File: src/rtl/pos_sync_pkg.sv
`default_nettype none
// ============================================================================
//  Module      : pos_sync_pkg
//  Description : Shared constants for the mouse position synchroniser path.
//                Covers channel layout and default filter depths.
//  Revision    : 1.0 - initial release
// ============================================================================
package pos_sync_pkg;

  // Position bus layout used by the mouse decoder and the game/draw logic
  localparam int POS_WIDTH    = 12;
  localparam int POS_CHANNELS = 2;
  localparam int POS_CH_X     = 0;
  localparam int POS_CH_Y     = 1;

  // Default synchroniser depth and stability window for the mouse path
  localparam int POS_STAGES        = 2;
  localparam int POS_STABLE_CYCLES = 4;

  // Width of a counter that must hold the values 0..max_count inclusive
  function automatic int cnt_width(input int max_count);
    return (max_count < 1) ? 1 : $clog2(max_count + 1);
  endfunction

endpackage : pos_sync_pkg
`default_nettype wire

File: src/rtl/sync_chain.sv
`default_nettype none
// ============================================================================
//  Module      : sync_chain
//  Description : Plain multi-flop synchroniser over a WIDTH-bit bus. Every
//                stage resets asynchronously to zero.
//  Revision    : 1.0 - initial release
// ============================================================================
module sync_chain #(
  parameter int WIDTH  = 1,
  parameter int STAGES = 2
) (
  input  logic             clk,
  input  logic             rst_n,
  input  logic [WIDTH-1:0] d,
  output logic [WIDTH-1:0] q
);

  logic [WIDTH-1:0] r_stage [STAGES];

  // Shift the asynchronous input one stage further down the chain each edge
  always_ff @(posedge clk or negedge rst_n) begin
    if (!rst_n) begin
      for (int i = 0; i < STAGES; i++) begin
        r_stage[i] <= '0;
      end
    end else begin
      r_stage[0] <= d;
      for (int i = 1; i < STAGES; i++) begin
        r_stage[i] <= r_stage[i-1];
      end
    end
  end

  assign q = r_stage[STAGES-1];

endmodule : sync_chain
`default_nettype wire

File: src/rtl/pos_sync_filter.sv
`default_nettype none
// ============================================================================
//  Module      : pos_sync_filter
//  Description : Multi-channel input synchroniser with a stability filter.
//                The synchronised word is committed to data_out only after
//                holding unchanged for STABLE_CYCLES cycles; each commit
//                raises a one-cycle upd_valid and a per-channel change mask.
//  Revision    : 1.0 - initial release
// ============================================================================
module pos_sync_filter
  import pos_sync_pkg::*;
#(
  parameter int WIDTH         = POS_WIDTH,
  parameter int CHANNELS      = POS_CHANNELS,
  parameter int STAGES        = POS_STAGES,
  parameter int STABLE_CYCLES = POS_STABLE_CYCLES
) (
  input  logic                      clk,
  input  logic                      rst_n,
  input  logic [CHANNELS*WIDTH-1:0] data_in,
  input  logic                      hold,
  output logic [CHANNELS*WIDTH-1:0] data_out,
  output logic                      upd_valid,
  output logic [CHANNELS-1:0]       chg_mask
);

  localparam int BUS_W = CHANNELS * WIDTH;
  localparam int CNT_W = cnt_width(STABLE_CYCLES);

  localparam logic [CNT_W-1:0] c_cnt_max = CNT_W'(STABLE_CYCLES);
  localparam logic [CNT_W-1:0] c_cnt_one = CNT_W'(1);

  logic [BUS_W-1:0]    w_sync_word;
  logic [BUS_W-1:0]    r_cand;
  logic [BUS_W-1:0]    w_cand_nxt;
  logic [CNT_W-1:0]    r_cnt;
  logic [CNT_W-1:0]    w_cnt_nxt;
  logic                w_commit;
  logic [CHANNELS-1:0] w_chg;
  logic [BUS_W-1:0]    r_data_out;
  logic                r_upd_valid;
  logic [CHANNELS-1:0] r_chg_mask;

  // One synchroniser over the whole bus so all channels share identical latency
  sync_chain #(
    .WIDTH  (BUS_W),
    .STAGES (STAGES)
  ) u_sync_chain (
    .clk   (clk),
    .rst_n (rst_n),
    .d     (data_in),
    .q     (w_sync_word)
  );

  // Track the current candidate word and how long it has been stable
  always_comb begin
    w_cand_nxt = r_cand;
    w_cnt_nxt  = r_cnt;
    if (w_sync_word != r_cand) begin
      w_cand_nxt = w_sync_word;
      w_cnt_nxt  = c_cnt_one;
    end else if (r_cnt < c_cnt_max) begin
      w_cnt_nxt  = r_cnt + c_cnt_one;
    end
  end

  // Per-channel difference between the incoming candidate and the committed word
  for (genvar gc = 0; gc < CHANNELS; gc++) begin : g_chg
    assign w_chg[gc] = (w_cand_nxt[gc*WIDTH +: WIDTH] != r_data_out[gc*WIDTH +: WIDTH]);
  end

  // Evaluated every cycle, so a word that settled during hold commits once hold drops
  assign w_commit = !hold && (w_cnt_nxt == c_cnt_max) && (w_cand_nxt != r_data_out);

  // Candidate and stability counter keep running regardless of hold
  always_ff @(posedge clk or negedge rst_n) begin
    if (!rst_n) begin
      r_cand <= '0;
      r_cnt  <= '0;
    end else begin
      r_cand <= w_cand_nxt;
      r_cnt  <= w_cnt_nxt;
    end
  end

  // Commit the candidate to the outputs and pulse the update strobe
  always_ff @(posedge clk or negedge rst_n) begin
    if (!rst_n) begin
      r_data_out  <= '0;
      r_upd_valid <= 1'b0;
      r_chg_mask  <= '0;
    end else if (w_commit) begin
      r_data_out  <= w_cand_nxt;
      r_upd_valid <= 1'b1;
      r_chg_mask  <= w_chg;
    end else begin
      r_upd_valid <= 1'b0;
      r_chg_mask  <= '0;
    end
  end

  assign data_out  = r_data_out;
  assign upd_valid = r_upd_valid;
  assign chg_mask  = r_chg_mask;

endmodule : pos_sync_filter
`default_nettype wire

File: config.mk
export PLATFORM = sky130hd
export DESIGN_NAME = pos_sync_filter
export DESIGN_NICKNAME = d
export VERILOG_FILES = /design/src/rtl/pos_sync_pkg.sv /design/src/rtl/sync_chain.sv /design/src/rtl/pos_sync_filter.sv
export SDC_FILE = /design/constraint.sdc
export NUM_CORES = 1
export LEC_CHECK = 0
export ABC_CLOCK_PERIOD_IN_PS = 2860
export CORE_MARGIN = 2
export CORE_UTILIZATION = 40
export CTS_CLUSTER_DIAMETER = 50
export CTS_CLUSTER_SIZE = 20
export DETAILED_ROUTE_END_ITERATION = 8
export PLACE_DENSITY = 0.59
export SYNTH_ARGS = -nofsm -noshare
export SYNTH_HDL_FRONTEND = slang
export SYNTH_SLANG_ARGS = --single-unit
File: constraint.sdc
create_clock -name clk -period 2.86 [get_ports clk]
set_input_delay 0.715 -clock clk [delete_from_list [all_inputs] [get_ports clk]]
set_output_delay 0.715 -clock clk [all_outputs]
set_load 0.005 [all_outputs]
==> impl_metrics.env <==
export IMPL_clock_latency_ns=0.34
export IMPL_setup_worst_path_class="flip-flop to flip-flop"
export IMPL_cp_end_kind="flip-flop"
export IMPL_max_freq_mhz=453
export IMPL_synth_nets=264
export IMPL_worst_slew_pin_slew_ns=0.590
export IMPL_relSlewSlack=0.606
export IMPL_placedCellCount=377
export IMPL_num_antenna_cells=0
export IMPL_cts_setup_buffers=0
export IMPL_grt_overflow=0
export IMPL_cts_hold_buf=0
export IMPL_routed_wl_um=5760
export IMPL_synth_adder_area_share=0.00340
export IMPL_cts_tree="built"
export IMPL_hold_violations=0
export IMPL_cts_sinks=102
export IMPL_synthCells=236
export IMPL_crit_path_start_kind="flip-flop"
export IMPL_io_pins=54
export IMPL_fin_setup_tns_ns=0
export IMPL_antenna_found_initial=0
export IMPL_combPwrFrac=0.045
export IMPL_syn_area_um2=3680
export IMPL_cts_repair_resized=0
export IMPL_setup_viol=0
export IMPL_yosysWarnings=0
export IMPL_coreArea_um2=9060
export IMPL_period_minus_slack_ns=2.21
export IMPL_track_usage=0.131
export IMPL_yosysSeqAreaShare=0.693
export IMPL_layout_common_cells="dfrtp_1, clkdlybuf4s50_1, xor2_1"
export IMPL_synth_area_mux_share=0.0965
export IMPL_cts_buffers=9
export IMPL_die_w_um=99.9
export IMPL_status="complete, no violations"
export IMPL_synthTopCellsByArea="dfrtp_1, mux2_4, xor2_1, xnor2_1, clkbuf_1"
export IMPL_vias_per_cell=4.43
export IMPL_ir_worst_vdd_mv=0.237
export IMPL_leakage_uw=0.00205
export IMPL_numPortBuffers=53
export IMPL_htreeDepth=3
export IMPL_crit_arrival_ns=2.44
export IMPL_die_area_um2=9990
export IMPL_row_count=35
export IMPL_p_sw_uw=541
export IMPL_drv_slew=0
export IMPL_gp_congestion=0.691
export IMPL_final_core_utilization=0.499
export IMPL_stdcell_count=392
export IMPL_required_ns=3.09
export IMPL_ys_seq_elements=102
export IMPL_dp_hpwl_um=4020
export IMPL_grt_start_max_net_pins=47
export IMPL_hp_class="flip-flop to flip-flop"
export IMPL_synth_simple_area_share=0.0493
export IMPL_final_nets=305
export IMPL_max_cap_violations=0
export IMPL_swShare=0.202
export IMPL_yosys_area_share_xor_xnor=0.117
export IMPL_cp_max_fo=24
export IMPL_clk_pin_slew_worst_paths_ns=0.09
export IMPL_synth_top_family_by_area="XOR/XNOR gates"
export IMPL_rsz0062_at_grt="false"
export IMPL_cpPeakStageDelay_ns=0.44
export IMPL_vias=1737
export IMPL_clock_skew_final_ns=0.00880
export IMPL_final_cell_area_um2=4520
export IMPL_drtIter0Drc=38
export IMPL_die_height_um=99.9
export IMPL_synth_area_per_cell_um2=15.6
export IMPL_syn2layout_area_growth_pct=22.8
export IMPL_clockBufferDepth=2
export IMPL_ys_types=21
export IMPL_crit_family="simple AND/OR/NAND/NOR gates"
export IMPL_drcViolationCount=0
export IMPL_drt_first_pass_iters=4
export IMPL_synth_top_area_share=0.693
export IMPL_ant_nets=0
export IMPL_p_int_uw=2140
export IMPL_floorplan_initialDensity=0.406
export IMPL_crit_chain="xor2_1 > nor4_1 > nand3_1 > o2111ai_4 > buf_12 > mux2_2"
export IMPL_final_common_cell="dfrtp_1"
export IMPL_p_seq_frac=0.571
export IMPL_clkPwrFrac=0.384
export IMPL_drive_gt1_frac=0.160
export IMPL_grt_pass1_wl_um=9820
export IMPL_finalCritPeriodShare=0.771
export IMPL_synth_compound_area_share=0.00849
export IMPL_p_per_area_nw_per_um2=592
export IMPL_yosys_area_top_type="dfrtp_1"
export IMPL_place_area_um2=4290
export IMPL_grt_pass1_vias=1857
export IMPL_cp_slowest_cell="dfrtp_1"
export IMPL_critical_path_buf_inv_count=1
export IMPL_cts_root_buf="clkbuf_8"
export IMPL_drt_wirelength_per_cell_um=14.7
-- per-layer routing --
| layer | vias to the layer above | track usage | wire length, µm |
|---|---|---|---|
| met2 | 31 | 0.182 | 2680 |
| met5 | - | 0 | 0 |
| met1 | 861 | 0.193 | 2820 |
| met3 | 2 | 0.0376 | 213 |
| li1 | 843 | - | - |
| met4 | 0 | 0.0569 | 42 |
-- metrics by stage --
stage                     total power [µW]  hold slack [ns]  setup slack (ns)
final                                 2680            0.352             0.655
after global routing                  2810            0.362             0.525
after CTS                             2730            0.356             0.615
after detailed placement              1680            0.335             0.617
after global placement                1680            0.332             0.628
after floorplan                       1610            0.331             0.882
-- area by class of cell --
type                    instances  area, µm²
clock buffers                   9        124
flip-flops and latches        102       2550
repair buffers                 56        588
fillers                       775       4540
clock inverters                 6        109
multi-input cells             108       1010
well taps                     111        139
-- sequential cells by signal (all words and copies together) (netlist names) --
name                  cells
chg_mask                  2
data_out                 24
r_cand                   24
r_cnt                     3
u_sync_chain.q           24
u_sync_chain.r_stage     24
upd_valid                 1
-- logic make-up (layout without fill, tap and decap cells) --
group	count (synthesis)	count (layout)
mux	25	25
simple gates	31	31
fa+ha+maj	1	1
compound gates	2	2
flops	102	102
xor+xnor	49	49
buf+inv	26	71
-- final timing paths --
kind,start,to,slack [ns],cells after the start
min in group asynchronous,rst_n,u_sync_chain.r_stage[36]$_DFF_PN0_,0.37,1
setup reg to reg,u_sync_chain.q[21]$_DFF_PN0_,data_out[2]$_DFFE_PN0P_,0.65,6
setup / recovery,u_sync_chain.q[21]$_DFF_PN0_,data_out[2]$_DFFE_PN0P_,0.65,6
hold reg to reg,u_sync_chain.r_stage[29]$_DFF_PN0_,u_sync_chain.q[5]$_DFF_PN0_,0.35,0
hold / removal,u_sync_chain.r_stage[29]$_DFF_PN0_,u_sync_chain.q[5]$_DFF_PN0_,0.35,0
max in group asynchronous,rst_n,data_out[11]$_DFFE_PN0P_,1.90,2
-- worst reg2reg max path: cells and delay by family, from the launching register on --
| kind | cells | cell delay, ns |
|---|---|---|
| xor gates and xnor gates | 1 | 0.18 |
| muxes | 1 | 0.37 |
| AOI/OAI and AO/OA | 1 | 0.26 |
| and+or+nand+nor | 2 | 0.60 |
| buffers and inverters | 1 | 0.25 |
| DFF | 1 | 0.44 |
-- power groups by stage --
stage | sequential [µW] | combinational, µW | clock [µW]
2_1_floorplan | 1550 | 55.5 | 0
3_3_place_gp | 1560 | 125 | 0
3_5_place_dp | 1560 | 124 | 0
4_1_cts | 1530 | 125 | 1070
5_1_grt | 1540 | 136 | 1140
6_report | 1530 | 121 | 1030
-- Yosys cell counts (all sizes together) --
cell type and n:
mux2 24, xor2 25, nand3 3, nand2 1, ha 1, buf 3, nor4bb 1, dfrtp 102
clkbuf 22, nor2b 2, xnor2 24, nor4 7, dlygate4sd3 1, a21oi 1, nand4 7, mux2i 1
o2111ai 1, nor2 10
Note: power is estimated with default switching activity, not from simulation.
